==> src/rtl/dir_request_sequencer_if.sv <==
// dir_request_sequencer_if: request/issue bus; slave = sequencer, master = upstream source + directory
interface dir_request_sequencer_if;
  logic       req_valid_i;
  logic       req_ready_o;
  logic [3:0] req_address_i;
  logic [1:0] req_op_i;
  logic [1:0] req_proc_i;
  logic [3:0] req_data_i;
  logic [3:0] address_test_o;
  logic [1:0] write_or_read_o;
  logic [1:0] processor_o;
  logic [3:0] data_test_o;
  logic       txn_done_i;
  logic       busy_o;
  logic [2:0] count_o;
  logic       bad_req_o;
  logic       timed_out_o;
  modport slave (
    input  req_valid_i, req_address_i, req_op_i, req_proc_i, req_data_i, txn_done_i,
    output req_ready_o, address_test_o, write_or_read_o, processor_o, data_test_o,
           busy_o, count_o, bad_req_o, timed_out_o
  );
  modport master (
    output req_valid_i, req_address_i, req_op_i, req_proc_i, req_data_i, txn_done_i,
    input  req_ready_o, address_test_o, write_or_read_o, processor_o, data_test_o,
           busy_o, count_o, bad_req_o, timed_out_o
  );
endinterface

==> src/rtl/dir_request_sequencer.sv <==
// dir_request_sequencer: FIFO-buffered, one-at-a-time issuer of memory requests (clk, rst async high, bus = request/issue interface)
module dir_request_sequencer #(
  parameter int DEPTH   = 4,
  parameter int TIMEOUT = 15
) (
  input logic clk,
  input logic rst,
  dir_request_sequencer_if.slave bus
);
  typedef enum logic [1:0] {IDLE, WAIT, GAP} state_t;
  localparam int PW = $clog2(DEPTH);
  localparam logic [2:0] FULL = 3'(DEPTH);
  localparam logic [3:0] TO_LAST = 4'(TIMEOUT - 1);
  logic [11:0]   mem_q [DEPTH];
  logic [PW-1:0] wr_ptr_q, rd_ptr_q;
  logic [2:0]    count_q, count_d;
  state_t        state_q;
  logic [3:0]    timer_q, addr_q, data_q;
  logic [1:0]    op_q, proc_q;
  logic          bad_q, timed_out_q;
  logic          legal, accept, push, pop;
  assign legal = (bus.req_address_i inside {[4'd1:4'd8]}) &&
                 (bus.req_op_i inside {2'b01, 2'b10}) &&
                 (bus.req_proc_i inside {2'b01, 2'b10});
  // Ready looks only at occupancy, so a full FIFO refuses even while popping
  assign bus.req_ready_o = count_q != FULL;
  assign accept = bus.req_valid_i && bus.req_ready_o;
  assign push = accept && legal;
  assign pop = state_q == IDLE && count_q != '0;
  assign count_d = count_q + 3'(push) - 3'(pop);
  always_ff @(posedge clk)
    if (push) mem_q[wr_ptr_q] <= {bus.req_address_i, bus.req_op_i, bus.req_proc_i,
                                  bus.req_op_i == 2'b10 ? bus.req_data_i : 4'd0};
  always_ff @(posedge clk or posedge rst)
    if (rst) begin
      wr_ptr_q <= '0;
      rd_ptr_q <= '0;
      count_q  <= '0;
    end else begin
      wr_ptr_q <= push ? wr_ptr_q + PW'(1) : wr_ptr_q;
      rd_ptr_q <= pop ? rd_ptr_q + PW'(1) : rd_ptr_q;
      count_q  <= count_d;
    end
  always_ff @(posedge clk or posedge rst)
    if (rst) begin
      state_q     <= IDLE;
      timer_q     <= '0;
      addr_q      <= '0;
      op_q        <= '0;
      proc_q      <= '0;
      data_q      <= '0;
      bad_q       <= 1'b0;
      timed_out_q <= 1'b0;
    end else begin
      bad_q <= accept && !legal;
      case (state_q)
        IDLE: if (pop) begin
          {addr_q, op_q, proc_q, data_q} <= mem_q[rd_ptr_q];
          timer_q <= '0;
          state_q <= WAIT;
        end
        WAIT: if (bus.txn_done_i || timer_q == TO_LAST) begin
          // Done wins over a coincident timeout
          timed_out_q <= timed_out_q || !bus.txn_done_i;
          {addr_q, op_q, proc_q, data_q} <= '0;
          state_q <= GAP;
        end else timer_q <= timer_q + 4'd1;
        default: state_q <= IDLE;
      endcase
    end
  assign bus.address_test_o  = addr_q;
  assign bus.write_or_read_o = op_q;
  assign bus.processor_o     = proc_q;
  assign bus.data_test_o     = data_q;
  assign bus.busy_o          = state_q != IDLE || count_q != '0;
  assign bus.count_o         = count_q;
  assign bus.bad_req_o       = bad_q;
  assign bus.timed_out_o     = timed_out_q;
endmodule

==> src/flat_wrapper.sv <==
// flat-port wrapper written by rule: the top's interface ports become plain ports
module dir_request_sequencer_flat 
#(
  parameter int DEPTH   = 4,
  parameter int TIMEOUT = 15
)
  (clk, rst, bus_req_valid_i, bus_req_address_i, bus_req_op_i, bus_req_proc_i, bus_req_data_i, bus_txn_done_i, bus_req_ready_o, bus_address_test_o, bus_write_or_read_o, bus_processor_o, bus_data_test_o, bus_busy_o, bus_count_o, bus_bad_req_o, bus_timed_out_o);
  dir_request_sequencer_if bus_i ();
  input logic clk;
  input logic rst;
  input wire logic [$bits(bus_i.req_valid_i)-1:0] bus_req_valid_i;
  input wire logic [$bits(bus_i.req_address_i)-1:0] bus_req_address_i;
  input wire logic [$bits(bus_i.req_op_i)-1:0] bus_req_op_i;
  input wire logic [$bits(bus_i.req_proc_i)-1:0] bus_req_proc_i;
  input wire logic [$bits(bus_i.req_data_i)-1:0] bus_req_data_i;
  input wire logic [$bits(bus_i.txn_done_i)-1:0] bus_txn_done_i;
  output wire logic [$bits(bus_i.req_ready_o)-1:0] bus_req_ready_o;
  output wire logic [$bits(bus_i.address_test_o)-1:0] bus_address_test_o;
  output wire logic [$bits(bus_i.write_or_read_o)-1:0] bus_write_or_read_o;
  output wire logic [$bits(bus_i.processor_o)-1:0] bus_processor_o;
  output wire logic [$bits(bus_i.data_test_o)-1:0] bus_data_test_o;
  output wire logic [$bits(bus_i.busy_o)-1:0] bus_busy_o;
  output wire logic [$bits(bus_i.count_o)-1:0] bus_count_o;
  output wire logic [$bits(bus_i.bad_req_o)-1:0] bus_bad_req_o;
  output wire logic [$bits(bus_i.timed_out_o)-1:0] bus_timed_out_o;
  assign bus_i.req_valid_i = bus_req_valid_i;
  assign bus_i.req_address_i = bus_req_address_i;
  assign bus_i.req_op_i = bus_req_op_i;
  assign bus_i.req_proc_i = bus_req_proc_i;
  assign bus_i.req_data_i = bus_req_data_i;
  assign bus_i.txn_done_i = bus_txn_done_i;
  assign bus_req_ready_o = bus_i.req_ready_o;
  assign bus_address_test_o = bus_i.address_test_o;
  assign bus_write_or_read_o = bus_i.write_or_read_o;
  assign bus_processor_o = bus_i.processor_o;
  assign bus_data_test_o = bus_i.data_test_o;
  assign bus_busy_o = bus_i.busy_o;
  assign bus_count_o = bus_i.count_o;
  assign bus_bad_req_o = bus_i.bad_req_o;
  assign bus_timed_out_o = bus_i.timed_out_o;
  dir_request_sequencer #(.DEPTH(DEPTH), .TIMEOUT(TIMEOUT)) u_core (.clk(clk), .rst(rst), .bus(bus_i));
endmodule
==> config.mk <==
export PLATFORM = sky130hd
export DESIGN_NAME = dir_request_sequencer_flat
export DESIGN_NICKNAME = d
export VERILOG_FILES = /design/src/rtl/dir_request_sequencer_if.sv /design/src/rtl/dir_request_sequencer.sv /design/src/flat_wrapper.sv
export SDC_FILE = /design/constraint.sdc
export NUM_CORES = 1
export LEC_CHECK = 0
export ABC_AREA = 1
export BUFFER_PORTS_ARGS = -buffer_cell sky130_fd_sc_hd__buf_2
export CAP_MARGIN = 25
export CORE_ASPECT_RATIO = 0.8
export CORE_MARGIN = 10
export CORE_UTILIZATION = 35
export DETAILED_ROUTE_END_ITERATION = 6
export PLACE_DENSITY_LB_ADDON = 0.08
export SYNTH_ARGS = -nofsm -noshare
export SYNTH_HDL_FRONTEND = slang
export SYNTH_SLANG_ARGS = --single-unit
==> constraint.sdc <==
create_clock -name clk -period 2.9 [get_ports clk]
set_input_delay 0.29 -clock clk [delete_from_list [all_inputs] [get_ports clk]]
set_output_delay 0.29 -clock clk [all_outputs]
set_load 0.1 [all_outputs]
==> metrics.yaml, run 1 <==
outcome:
  status: "finished, final reports clean"
synthesis:
  ys.flop_type: "edfxtp_1"
  synth_edf_count: 48
  synth_seq_cells: 75
  yosysWarnings: 0
  avgSynthCellArea_um2: 11.2
  async_flop_share_pct: 36.0
  synth-seq-area-share_pct: 66.3
  postSynthCellCount: 285
  syn-num-nets: 311
  yosysUniqueCellTypes: 24
  syn_area_um2: 3190
layout:
  fin_area_um2: 3810
  area_growth_pct: 19.2
  layout.nets: 354
  fin_util_pct: 42.5
  drive_above_1_share_pct: 22.6
  fin_cells: 447
  antennaDiodeCount: 0
place:
  dpl-instance-area_um2: 3530
  gp_congestion: 0.760
  dpl.cell_count: 432
  portBuffers: 34
  dp_hpwl_um: 4590
clock_tree:
  cts_buffer_depth: 2
  cts.sinks: 75
  cts_max_level: 3
  cts_root_buf: "clkbuf_16"
  ctsResizeCount: 0
  cts_setup_buffers: 0
  hold_buffers: 0
  path_clk_slew_ns: 0.06
  cts_made_buffers: 9
  clock_latency_ns: 0.33
  tritoncts: "built"
worst_hold_path:
  hold_class: "input port to asynchronous set/reset pin"
setup_path:
  crit_fanout: 15
  reg2reg_depth: 9
  crit_type: "flip-flop to flip-flop"
  endpoint_kind: "flip-flop"
  crit_path_start_kind: "flip-flop"
  cp_data_required_time_ns: 3.10
  r2r_slack_ns: 0.88
  worst_ep_arrival_time_ns: 2.22
  r2r_end: "u_core.bus.count_o[2]"
  rr_startpoint: "u_core.bus.count_o[1]"
pwr:
  switching_power_w: 0.00211
  powerDensity_nw_per_um2: 1180
  clockPowerShare_pct: 23.0
  comb_power_share_pct: 43.3
  p_int_w: 0.00237
  p_leak_nw: 1.68
  p_seq_share_pct: 33.8
  vdd_drop_max_mv: 0.472
  swShare_pct: 47.1
global_routing:
  met1_usage_pct: 14.5
  grt_use_total_pct: 10.6
  antenna_found_initial: 0
  grt_max_degree: 26
  grt.overflow.total: 0
  globalRouteMet2Util_pct: 15.2
  first_global_vias: 2069
  busiest_layer: "met2"
  grt_pass1_wl_um: 11200
  met3_usage_pct: 3.56
routing:
  routed_via_density: 4.46
  drt_iter0_drc: 72
  routed_wl_um: 6620
  vias: 1994
  antenna_left: 0
  post-route-drc-count: 0
  routedWlPerCell_um: 14.8
  first_pass_iters: 4
sta:
  setup_viol: 0
  fmaxAchievable_mhz: 495
  timing_hold_violations_final: 0
  fin_crit_sh_pct: 69.7
  rsz0062_at_grt: "no"
  slew_viol_final: 0
  holdWs_ns: 0.0274
  fin_worst_skew_ns: 0.00643
  tns_ns: 0
  worst_pin_slew_ns: 0.616
  max-slew-margin-rel_pct: 58.9
  min_period_ns: 2.02
die:
  io_pins: 35
  row_count: 31
  die_y_um: 105
  die_w_um: 127
  core_area_um2: 8960
  initial_core_util_pct: 35.6
  fp.dieArea_um2: 13400
run:
  maxCapViolCount: 0
-- critical path, stage by stage (launching register included) --
cell and delay [ns]:
dfrtp_1 0.44, nor2_4 0.15, nand2_2 0.08, nand2_4 0.09, inv_4 0.09, ha_1 0.28, inv_1 0.04, ha_1 0.18
fa_1 0.37, xor2_1 0.17
-- synth_stat cells, drive strengths merged, types with 2 or more instances --
library cell | n | area share (%)
buf | 6 | 1.1
clkbuf | 2 | 0.24
dfrtp | 27 | 21
edfxtp | 48 | 45
ha | 9 | 3.5
inv | 32 | 3.8
nand2 | 64 | 8.6
nand3 | 7 | 1.1
nand4 | 2 | 0.39
nor2 | 43 | 6.0
o21ai | 25 | 3.9
o22ai | 12 | 2.4
xor2 | 3 | 0.82
-- placed cells by master (no fill, tap or decap), types with 3 or more instances in the layout --
master and instances:
edfxtp_1 48, nand3_1 7, inv_1 29, o21ai_0 25, nor2_4 4, dfrtp_1 27, buf_4 5, nor2_1 39
buf_2 34, clkbuf_16 10, nand2_2 11, nand2_1 52, ha_1 9, xor2_1 3, o22ai_1 12
-- metal layers --
metal	vias to the layer above	wire (µm)
met4	0	107
met5	-	0
met3	10	335
li1	1028	-
met2	33	2800
met1	923	3380
-- power by group through the flow --
stage                     logic, W  clock network (W)  registers [W]
after floorplan           0.000910                  0        0.00220
after global placement     0.00196                  0        0.00153
after detailed placement   0.00197                  0        0.00154
after CTS                  0.00197            0.00106        0.00152
after global routing       0.00213            0.00111        0.00155
final                      0.00194            0.00103        0.00151
-- logic make-up (layout without fill, tap and decap cells) --
kind of cell	after synthesis	in the layout	synth area share [%]
AO/OA/AOI/OAI	40	40	7.10
adder cells (fa/ha/maj)	10	10	4.16
AND/OR/NAND/NOR	116	116	16.1
flip-flops	75	75	66.3
buffers and inverters	40	87	5.21
XOR/XNOR	4	4	1.10
-- state kept, by name (all words and copies together), names as in the netlist --
signal                      count
u_core.bus.bad_req_o            1
u_core.rd_ptr_q                 2
u_core.wr_ptr_q                 2
u_core.bus.address_test_o       4
u_core.timer_q                  4
u_core.bus.count_o              3
u_core.bus.timed_out_o          1
u_core.bus.data_test_o          4
u_core.bus.processor_o          2
u_core.mem_q                   48
u_core.state_q                  2
u_core.bus.write_or_read_o      2
-- how the worst max path moves through the flow --
stage                           from                    end  slack, ns  cells past startpoint
2_1_floorplan  u_core.bus.count_o[2]  u_core.bus.count_o[2]       0.33                     10
6_report       u_core.bus.count_o[1]  u_core.bus.count_o[2]       0.88                      9
5_1_grt        u_core.bus.count_o[1]  u_core.bus.count_o[2]       0.78                      9
3_5_place_dp         bus_req_op_i[0]  u_core.bus.count_o[1]       0.78                     10
3_3_place_gp         bus_req_op_i[0]  u_core.bus.count_o[1]       0.81                     10
4_1_cts        u_core.bus.count_o[1]  u_core.bus.count_o[2]       0.87                      9
-- area by class of cell --
type	count	area, µm²
fill	855	5150
sequential	75	2120
multi-input combinational	170	908
clock buffer	11	254
timing repair buffer	40	235
tap	115	144
inverter	32	123
clock inverter	4	25.0
-- metrics by stage --
stage	setup slack, ns	total power [W]
after global placement	0.813	0.00349
final	0.880	0.00448
after detailed placement	0.778	0.00351
after floorplan	0.327	0.00311
after global routing	0.781	0.00478
after CTS	0.874	0.00455
(Power assumes the default switching activity.)
==> inputs of run 2 (changes only) <==
==> constraint.sdc (replaced) <==
create_clock -name clk -period 1.8 [get_ports clk]
set_input_delay 0.18 -clock clk [delete_from_list [all_inputs] [get_ports clk]]
set_output_delay 0.18 -clock clk [all_outputs]
set_load 0.1 [all_outputs]
==> metrics.yaml, run 2 (synthesis gave the netlist of run 1 again) <==
setup_path:
  path_cells: "nor2_4 > nand2_2 > nand2_4 > inv_4 > ha_4 > inv_2 > ha_4 > fa_2 > xor2_1"
  crit_family: "adder cells"
  cp_data_required_time_ns: 2.00
  crit_type: "flip-flop to flip-flop"
  critical_path_buf_inv_count: 2
  endpoint_kind: "flip-flop"
  cpMostUsedCell: "ha_4"
  critPathSlowestCell: "dfrtp_4"
  worst_ep_arrival_time_ns: 1.98
  max_stage_delay_ns: 0.48
  crit_path_start_kind: "flip-flop"
  crit_fanout: 2
layout:
  drive_above_1_share_pct: 28.7
  layout.nets: 370
  most-common-layout-cells: "52 x nand2_1, 48 x edfxtp_1, 35 x nor2_1, 34 x buf_2, 28 x inv_1"
  top_register: "u_core.mem_q"
  fin_util_pct: 45.0
  n_fill_cell: 851
  area_growth_pct: 26.3
  largest_register_ff_count: 48
  layout_commonest_cell: "nand2_1"
  antennaDiodeCount: 0
clock_tree:
  cts_max_level: 3
  clock_latency_ns: 0.32
  cts_root_buf: "clkbuf_16"
  tritoncts: "built"
  path_clk_slew_ns: 0.06
  cts_buffer_depth: 2
  cts_made_buffers: 9
  cts.sinks: 75
sta:
  fin_crit_sh_pct: 98.8
  timing_hold_violations_final: 0
  fmaxAchievable_mhz: 562
  holdWs_ns: 0.102
  fin_worst_skew_ns: 0.00614
  rsz0062_at_grt: "yes"
  max-slew-margin-rel_pct: 53.7
  setup_viol: 0
  slew_viol_final: 0
  worst_pin_slew_ns: 0.694
  min_period_ns: 1.78
global_routing:
  grt_max_degree: 26
  antenna_found_initial: 0
  grt_pass1_wl_um: 11000
  first_global_vias: 2105
  grt.overflow.total: 0
  grt_use_total_pct: 10.3
die:
  die_y_um: 105
  io_pins: 35
  initial_core_util_pct: 35.6
  row_count: 31
  core_area_um2: 8960
  fp.dieArea_um2: 13400
  die_w_um: 127
place:
  portBuffers: 34
  gp_congestion: 0.715
  dp_hpwl_um: 4730
routing:
  routed_wl_um: 6600
  drt_iter0_drc: 96
  antenna_left: 0
  first_pass_iters: 4
  post-route-drc-count: 0
  routed_via_density: 4.40
  vias: 2040
  routedWlPerCell_um: 14.2
pwr:
  powerDensity_nw_per_um2: 1920
  vdd_drop_max_mv: 0.995
  p_leak_nw: 1.76
worst_hold_path:
  hold_class: "input port to flip-flop"
outcome:
  status: "finished, final reports clean"
run:
  maxCapViolCount: 0
==> run 2: cell count changes in the layout (fill, tap and decap cells not counted), sizes merged <==
cell         before  now
clkbuf           11   10
buf              40   55
bufinv            0    2
dlygate4sd3       0    1
clkinvlp          0    1
inv              33   32
==> run 2: path summary, 6_finish.rpt <==
path / end / depth (start not counted) / from / slack [ns]
worst max-delay path: u_core.bus.count_o[2] / 9 / u_core.bus.count_o[1] / 0.02
worst min-delay path: u_core.mem_q[2][10] / 1 / bus_req_address_i[2] / 0.10
worst max register to register: u_core.bus.count_o[2] / 9 / u_core.bus.count_o[1] / 0.02
worst min register to register: u_core.bus.timed_out_o / 1 / u_core.bus.timed_out_o / 0.46
max in group asynchronous: u_core.bus.write_or_read_o[1] / 4 / rst / 0.69
min in group asynchronous: u_core.bus.timed_out_o / 3 / rst / 0.51
==> run 2: cell type report <==
class	count	area, µm²	share of cell area (%)
Clock buffer	10	229	5.68
Clock inverter	6	80.1	1.99
Inverter	32	123	3.04
Multi-Input combinational cell	170	958	23.8
Sequential cell	75	2130	52.7
Tap cell	115	144	3.57
Timing Repair Buffer	56	370	9.19
==> run 2: routing by layer <==
metal  share of wire (%)  GRT usage [%]  wire, µm  vias to the layer above
met3                 4.5           3.76       298                        8
li1                    -              -         -                     1062
met5                   0              0         0                        -
met2                  43           15.5      2860                       37
met1                  51           13.5      3370                      933
met4                 1.2           2.84        81                        0
==> run 2: report_power, final <==
| part | internal, W | total [W] | leakage [nW] | switching [W] |
|---|---|---|---|---|
| Clock | 0.00120 | 0.00184 | 0.148 | 0.000640 |
| Sequential | 0.00216 | 0.00237 | 0.767 | 0.000216 |
| Combinational | 0.000922 | 0.00354 | 0.846 | 0.00262 |
==> run 2: through the flow <==
stage                     setup TNS [ns]  cells  area [µm²]  total power (W)  worst slack [ns]
after floorplan                   -13.30    285        3240          0.00511            -0.373
after global placement             -1.04    446        3680          0.00596           -0.0441
after detailed placement           -1.63    446        3680          0.00595           -0.0636
after CTS                       -0.00187    464        4020          0.00785          -0.00187
after global routing             -0.0921    464        4030          0.00824           -0.0430
final                                  0    464        4030          0.00775            0.0212
==> run 2: what timing repair did <==
action / 4_1_cts / 5_1_grt
hold buffers: 1 / 0
gates resized for setup: 1 / 5
endpoints found under the hold margin: 16 / 0
gates cloned: 0 / 0
pin swaps: 3 / 1
setup endpoints to repair: 13 / 38
setup buffers: 1 / 0
